## src/rtl/seg_disp_arbiter.sv

```systemverilog
// Display-ownership controller for the door-lock 6-digit seven-segment display.
// Arbitrates entry/change views against timed open/fail messages and runs the failed-attempt lockout.
module seg_disp_arbiter #(
  parameter int HOLD_CYC  = 25_000_000,
  parameter int BLINK_CYC = 12_500_000,
  parameter int LOCK_CYC  = 250_000_000
) (
  input  logic       clk,
  input  logic       rst,
  input  logic       req_entry,
  input  logic       req_change,
  input  logic       evt_open,
  input  logic       evt_fail,
  output logic [2:0] sel,
  output logic       change_en,
  output logic [5:0] digit_en,
  output logic       busy,
  output logic [1:0] fail_cnt,
  output logic       lock
);

  localparam logic [2:0] S_IDLE     = 3'd0;
  localparam logic [2:0] S_ENTRY    = 3'd1;
  localparam logic [2:0] S_CHANGE   = 3'd2;
  localparam logic [2:0] S_MSG_OPEN = 3'd3;
  localparam logic [2:0] S_MSG_FAIL = 3'd4;
  localparam logic [2:0] S_LOCK     = 3'd5;

  localparam int MAX_CYC = (HOLD_CYC > LOCK_CYC) ? HOLD_CYC : LOCK_CYC;
  localparam int CW      = (MAX_CYC > 1) ? $clog2(MAX_CYC) : 1;
  localparam int BW      = (BLINK_CYC > 1) ? $clog2(BLINK_CYC) : 1;

  localparam logic [CW-1:0] HOLD_LOAD  = CW'(HOLD_CYC - 1);
  localparam logic [CW-1:0] LOCK_LOAD  = CW'(LOCK_CYC - 1);
  localparam logic [BW-1:0] BLINK_LOAD = BW'(BLINK_CYC - 1);

  logic [2:0]    state_reg, state_next;
  logic [CW-1:0] cnt_reg, cnt_next;
  logic [BW-1:0] blink_cnt_reg, blink_cnt_next;
  logic          phase_reg, phase_next;
  logic [1:0]    fail_reg, fail_next;

  logic [2:0] sel_reg, sel_next;
  logic       change_en_reg, change_en_next;
  logic       busy_reg, busy_next;
  logic       lock_reg, lock_next;
  logic [5:0] digit_reg, digit_mask_next;
  logic       digit_on_next;

  logic [2:0] level_state;
  logic [1:0] fail_inc;
  logic       take_fail;

  assign level_state = req_change ? S_CHANGE : (req_entry ? S_ENTRY : S_IDLE);
  assign fail_inc    = (fail_reg == 2'd3) ? 2'd3 : fail_reg + 2'd1;

  always_comb begin
    state_next     = state_reg;
    cnt_next       = cnt_reg;
    fail_next      = fail_reg;
    blink_cnt_next = blink_cnt_reg;
    phase_next     = phase_reg;
    take_fail      = 1'b0;

    case (state_reg)
      S_MSG_OPEN: begin
        if (evt_fail) begin
          take_fail = 1'b1;
        end else if (evt_open) begin
          cnt_next = HOLD_LOAD;
        end else if (cnt_reg == '0) begin
          state_next = level_state;
        end else begin
          cnt_next = cnt_reg - 1'b1;
        end
      end
      S_MSG_FAIL: begin
        // evt_open is deliberately dropped while a failure is on screen
        if (evt_fail) begin
          take_fail = 1'b1;
        end else if (cnt_reg == '0) begin
          state_next = level_state;
        end else begin
          cnt_next = cnt_reg - 1'b1;
        end
      end
      S_LOCK: begin
        if (cnt_reg == '0) begin
          fail_next  = 2'd0;
          state_next = level_state;
        end else begin
          cnt_next = cnt_reg - 1'b1;
        end
      end
      default: begin
        if (evt_fail) begin
          take_fail = 1'b1;
        end else if (evt_open) begin
          state_next = S_MSG_OPEN;
          cnt_next   = HOLD_LOAD;
          fail_next  = 2'd0;
        end else begin
          state_next = level_state;
        end
      end
    endcase

    if (take_fail) begin
      fail_next      = fail_inc;
      phase_next     = 1'b1;
      blink_cnt_next = BLINK_LOAD;
      if (fail_inc == 2'd3) begin
        state_next = S_LOCK;
        cnt_next   = LOCK_LOAD;
      end else begin
        state_next = S_MSG_FAIL;
        cnt_next   = HOLD_LOAD;
      end
    end else if (state_reg == S_MSG_FAIL || state_reg == S_LOCK) begin
      if (blink_cnt_reg == '0) begin
        phase_next     = ~phase_reg;
        blink_cnt_next = BLINK_LOAD;
      end else begin
        blink_cnt_next = blink_cnt_reg - 1'b1;
      end
    end
  end

  // Outputs are decoded from the next state so they change on the same edge as the state.
  always_comb begin
    sel_next       = 3'd0;
    change_en_next = 1'b0;
    busy_next      = 1'b0;
    lock_next      = 1'b0;
    digit_on_next  = 1'b0;
    case (state_next)
      S_ENTRY: begin
        sel_next      = 3'd1;
        digit_on_next = 1'b1;
      end
      S_CHANGE: begin
        sel_next       = 3'd2;
        change_en_next = 1'b1;
        digit_on_next  = 1'b1;
      end
      S_MSG_OPEN: begin
        sel_next      = 3'd3;
        busy_next     = 1'b1;
        digit_on_next = 1'b1;
      end
      S_MSG_FAIL: begin
        sel_next      = 3'd4;
        busy_next     = 1'b1;
        digit_on_next = phase_next;
      end
      S_LOCK: begin
        sel_next      = 3'd4;
        busy_next     = 1'b1;
        lock_next     = 1'b1;
        digit_on_next = phase_next;
      end
      default: ;
    endcase
  end

  genvar gi;
  generate
    for (gi = 0; gi < 6; gi++) begin : g_digit
      assign digit_mask_next[gi] = digit_on_next;
    end
  endgenerate

  always_ff @(posedge clk or negedge rst) begin
    if (!rst) begin
      state_reg     <= S_IDLE;
      cnt_reg       <= '0;
      blink_cnt_reg <= '0;
      phase_reg     <= 1'b0;
      fail_reg      <= 2'd0;
      sel_reg       <= 3'd0;
      change_en_reg <= 1'b0;
      busy_reg      <= 1'b0;
      lock_reg      <= 1'b0;
      digit_reg     <= 6'd0;
    end else begin
      state_reg     <= state_next;
      cnt_reg       <= cnt_next;
      blink_cnt_reg <= blink_cnt_next;
      phase_reg     <= phase_next;
      fail_reg      <= fail_next;
      sel_reg       <= sel_next;
      change_en_reg <= change_en_next;
      busy_reg      <= busy_next;
      lock_reg      <= lock_next;
      digit_reg     <= digit_mask_next;
    end
  end

  assign sel       = sel_reg;
  assign change_en = change_en_reg;
  assign busy      = busy_reg;
  assign lock      = lock_reg;
  assign digit_en  = digit_reg;
  assign fail_cnt  = fail_reg;

endmodule
```

## config.mk

```make
export PLATFORM = sky130hd
export DESIGN_NAME = seg_disp_arbiter
export DESIGN_NICKNAME = d
export VERILOG_FILES = /design/src/rtl/seg_disp_arbiter.sv
export SDC_FILE = /design/constraint.sdc
export NUM_CORES = 1
export LEC_CHECK = 0
export ABC_AREA = 1
export BUFFER_PORTS_ARGS = -buffer_cell sky130_fd_sc_hd__buf_2
export CAP_MARGIN = 10
export CORE_UTILIZATION = 25
export DETAILED_ROUTE_END_ITERATION = 10
export GPL_TIMING_DRIVEN = 0
export HOLD_SLACK_MARGIN = 0.06
export PLACE_DENSITY_LB_ADDON = 0.12
export SYNTH_ARGS = -nofsm -noshare
export SYNTH_HDL_FRONTEND = slang
export SYNTH_SLANG_ARGS = --single-unit
```

## constraint.sdc

```tcl
create_clock -name clk -period 5.7 [get_ports clk]
set_clock_uncertainty 0.1 [all_clocks]
set_input_delay 0.57 -clock clk [delete_from_list [all_inputs] [get_ports clk]]
set_output_delay 0.57 -clock clk [all_outputs]
set_load 0.01 [all_outputs]
```

-- Word level (Yosys, flattened, before mapping)
Index checks and enable logic that the tools add are counted.
- equality and inequality tests: 15
- $add $sub $neg: 3
- multiplexer cells: 39
- bitwise gates (word level): 1
- reductions and logical operators: 12
- operators by type and width (operator ; number):
    28-bit 2-to-1 mux ; 8
    28-bit one-hot mux with 3 select lines ; 1
    24-bit 2-to-1 mux ; 3
    28-bit logical NOT ; 1
    28-bit by 1-bit subtractor with 28-bit output (second input constant) ; 1
    24-bit logical NOT ; 1
    24-bit by 1-bit subtractor with 24-bit output (second input constant) ; 1
    3-bit 2-to-1 mux ; 6
    2-bit 2-to-1 mux ; 7
    3-bit equality test (second input constant) ; 4
    3-bit one-hot mux with 4 select lines ; 1
    1-bit 2-to-1 mux ; 10
    3-bit by 2-bit equality test with 1-bit output (second input constant) ; 3
    3-bit inequality test (second input constant) ; 3
    3-bit one-hot mux with 3 select lines ; 1
    4-bit AND reduction ; 2
    3-bit OR reduction ; 2
    5-bit nonzero test ; 1
    2-bit equality test (second input constant) ; 2
    2-bit one-hot mux with 2 select lines ; 1
    2-bit OR reduction ; 2
    3-bit by 1-bit equality test with 1-bit output (second input constant) ; 1
    3-bit by 1-bit inequality test with 1-bit output (second input constant) ; 1
    3-bit nonzero test ; 1
    6 further kinds ; 6
- input port bits: 6
- register bits after elaboration: 65
- output and inout port bits: 14

-- Depth between registers and ports, before layout
- depth in word-level cells: 10
- depth in mapped cells: 14

-- Worst setup path after synthesis
OpenSTA, ideal clock, no wires.
- path kind: flip-flop to flip-flop
- from: reg cnt_reg[0]
- to: reg cnt_reg[21]
- setup time: 0.129 ns
- path slack: 3.831 ns
- path buffers: 0
- stages on the path, launching flop included: 13
- arrival: 1.640 ns
- clock period less this slack: 1.869 ns
- cell sequence: dfrtp_1 -> clkinv_1 -> ha_1 -> inv_1 -> nor3_4 -> nand2_1 -> nor2_4 -> nand2_4 -> nand3_2 -> nor2_2 -> nand3_2 -> o21bai_2 -> nand3_1
- cells in the longest elaborated chain, start to end: 6
- elaborated cells on any way between the ends: 8
- those cells by class: add/sub: 1; mux: 6; reduce/logical: 1
- ends and longest elaborated chain (item ; RTL line ; RTL):
    from (decl) ; 38 ; logic [CW-1:0] cnt_reg, cnt_next;
    from (signal assigned) ; 187 ; cnt_reg <= cnt_next;
    28-bit by 1-bit subtractor with 28-bit output or 28-bit logical NOT (tied branches) ; -- ;
    28-bit 2-to-1 mux * ; 71, 81, 88 ;
    28-bit 2-to-1 mux ; 69 ; end else if (evt_open) begin
    28-bit 2-to-1 mux ; 67 ; if (evt_fail) begin
    28-bit one-hot mux with 3 select lines * ; 65 ; case (state_reg)
    28-bit 2-to-1 mux * ; 108 ; if (take_fail) begin
Mark *: on every way between the ends. The rest lies on a longest branch, timed or not. The select of a mux whose other input is x is not followed.
A chain may end at the register's enable or synchronous reset.

-- Worst setup path after layout
Same ends and word-level chain as after synthesis.

==> impl_metrics.env <==
export IMPL_cts_setup_buffers=0
export IMPL_drc_errors=0
export IMPL_total_power_mw=1.984
export IMPL_power_leakage_nw=2.153
export IMPL_syn_nets=578
export IMPL_largest_reg_flops=28
export IMPL_fin_nets=610
export IMPL_startpoint_type="register"
export IMPL_cp_data_required_time_ns=5.80
export IMPL_synth_edf_count=0
export IMPL_p_per_area_nw_per_um2=411.6
export IMPL_worstSetupPathType="register to register"
export IMPL_cp_slowest_cell="dfrtp_1"
export IMPL_netlist_area_um2=4118
export IMPL_initial_core_util_pct=25.74
export IMPL_fin_crit_ns=2.395
export IMPL_slowest_delay_ns=0.36
export IMPL_insertion_delay_ns=0.33
export IMPL_htree_levels=3
export IMPL_relSlewSlack_pct=71.80
export IMPL_ir_drop_uv=206.1
export IMPL_grt_pass1_vias=3557
export IMPL_tns_ns=0
export IMPL_wirelength_mm=11.33
export IMPL_p_sw_mw=0.8162
export IMPL_area_delta_synth_final_pct=17.08
export IMPL_clockBufferDepth=2
export IMPL_ys_types=39
export IMPL_layout_drive_gt1_share_pct=16.69
export IMPL_drt_iter0_markers=194
export IMPL_arrival_ns=2.50
export IMPL_crit_top_cell="nand3_2"
export IMPL_die_area_um2=16990
export IMPL_first_pass_iters=4
export IMPL_rsz0062_at_grt="no"
export IMPL_outcome="finished clean"
export IMPL_core_um2=16000
export IMPL_path_cells="clkinv_1 -> ha_1 -> inv_1 -> nor3_4 -> nand2_1 -> nor2_4 -> nand2_4 -> nand3_2 -> nor2_2 -> nand3_2 -> o21bai_2 -> nand3_1"
export IMPL_async_flop_share_pct=100.0
export IMPL_clkTransAtPathRegs_ns=0.06
export IMPL_p_clk_share_pct=28.5
export IMPL_grt_pass1_wl_mm=18.40
export IMPL_max_freq_mhz=417.5
export IMPL_hold_path_class="register to register"
export IMPL_worst_setup_path_end_kind="register"
export IMPL_dieHeight_um=130.3
export IMPL_grt_max_degree=46
export IMPL_hpwlAfterDp_mm=8.574
export IMPL_port_buffers=19
export IMPL_place_congestion=0.8616
export IMPL_root_buffer="clkbuf_16"
export IMPL_power_share_switching_pct=41.13
export IMPL_rows=46
export IMPL_ys_seq_elements=65
export IMPL_finalHoldWorstSlack_ns=0.3809
export IMPL_cts_tree="built"
export IMPL_ys_warn_count=0
export IMPL_hold_violations=0
export IMPL_numCtsBuffers=9
export IMPL_via_count=3758
export IMPL_synth_area_per_cell_um2=7.237
export IMPL_yosysSeqAreaShare_pct=39.50
export IMPL_io_pins=20
export IMPL_fin_crit_sh_pct=42.02
export IMPL_ant_nets=0
export IMPL_die_w_um=130.3
export IMPL_worstMarginPinSlew_ns=0.4197
export IMPL_cts_sinks=65
export IMPL_diodes=0
export IMPL_overflow=0
export IMPL_ys_flop_type="dfrtp_1"
export IMPL_final_setup_viol_count=0
export IMPL_p_comb_share_pct=38.7
export IMPL_wl_per_cell_um=13.80
export IMPL_drv_slew=0
export IMPL_internal_power_mw=1.168
export IMPL_pwr_share_seq_pct=32.8
export IMPL_synthCells=569
export IMPL_vias_per_cell=4.577
export IMPL_antenna_found_initial=0
export IMPL_globalRouteTotalUtil_pct=14.47
export IMPL_drv_cap=0
export IMPL_critPathMaxFanout=8
export IMPL_fin_util_pct=30.13
[worst paths after layout]
| kind | slack (ns) | cells after the start | startpoint | end |
|---|---|---|---|---|
| min reg2reg | 0.38 | 2 | blink_cnt_reg[23] | blink_cnt_reg[23] |
| min | 0.38 | 2 | blink_cnt_reg[23] | blink_cnt_reg[23] |
| max reg2reg | 3.30 | 12 | cnt_reg[0] | cnt_reg[21] |
| max in group asynchronous | 4.38 | 3 | rst | cnt_reg[16] |
| max | 3.30 | 12 | cnt_reg[0] | cnt_reg[21] |
| min in group asynchronous | 0.58 | 2 | rst | cnt_reg[0] |
[power by group through the flow]
| stage | Sequential [mW] | Clock, mW | Combinational (mW) |
|---|---|---|---|
| 6_report | 0.651 | 0.565 | 0.768 |
| 3_5_place_dp | 0.655 | 0 | 0.776 |
| 3_3_place_gp | 0.658 | 0 | 0.772 |
| 4_1_cts | 0.650 | 0.588 | 0.778 |
| 5_1_grt | 0.666 | 0.605 | 0.859 |
| 2_1_floorplan | 0.651 | 0 | 0.538 |
[cell usage in the layout, fill, tap and decap left out, drive strengths merged, types with 3 or more instances in the layout]
cell type	instances
a21oi	15
a22oi	3
buf	29
clkbuf	13
dfrtp	65
ha	3
inv	79
nand2	132
nand3	65
nand3b	3
nand4	17
nor2	100
nor3	14
o21ai	39
o22ai	4
xor2	7
[layer usage]
metal / track usage (%) / wire length (µm) / vias up
met1: 19.91 / 5705 / 1763
met5: 0 / 0 / -
met4: 6.626 / 204 / 0
met2: 22.18 / 4997 / 66
li1: - / - / 1917
met3: 2.378 / 422 / 12
[layout make-up]
cell class,instances,area (µm²)
flip-flops and latches,65,1627
clock buffers,13,260.3
fillers,1795,11180
multi-input cells,414,2112
repair buffers,21,135.1
well taps,216,270.3
inverters,81,309.0
clock inverters,2,37.54
plain buffers,9,70.07
[synthesized netlist by cell type (7+ instances only)]
cell / number / area (µm²)
nand2_1: 117 / 439.2
nor2_1: 79 / 296.5
dfrtp_1: 65 / 1627
inv_1: 65 / 244.0
nand3_1: 61 / 305.3
o21ai_0: 30 / 150.1
nand4_1: 17 / 106.4
a21oi_1: 14 / 70.07
nor2_2: 14 / 87.58
inv_2: 12 / 45.04
nor3_1: 12 / 60.06
nand2_2: 10 / 62.56
o21ai_1: 9 / 45.04
nor2_4: 7 / 78.83
xor2_1: 7 / 61.31
[through the flow]
stage                     instance area [µm²]  instances  setup WS, ns
after floorplan                          4118        569         3.831
after global placement                   4483        804         3.363
after detailed placement                 4513        805         3.336
after CTS                                4821        821         3.329
after global routing                     4821        821         3.154
final                                    4821        821         3.305
[critical path: cells and delay by family, from the launching register on]
kind                     cells  cell delay, ns
AND/OR/NAND/NOR              8            0.99
buffers and inverters        2            0.35
AO/OA/AOI/OAI                1            0.13
flip-flops                   1            0.36
adder cells (fa/ha/maj)      1            0.33
[cell families (layout without fill, tap and decap cells)]
group | after synthesis | in the layout | share of synthesized area, %
flip-flops | 65 | 65 | 39.50
adder cells (fa/ha/maj) | 3 | 3 | 0.9117
buffers and inverters | 90 | 126 | 9.207
XOR/XNOR | 9 | 9 | 1.914
AND/OR/NAND/NOR | 335 | 335 | 39.20
AO/OA/AOI/OAI | 67 | 67 | 9.268
[timing repair]
action	CTS	global route
hold endpoints to repair	20	0
hold buffers	1	0
gates resized for setup	0	0
endpoints found under the setup margin	0	0
(Power assumes the default switching activity.)
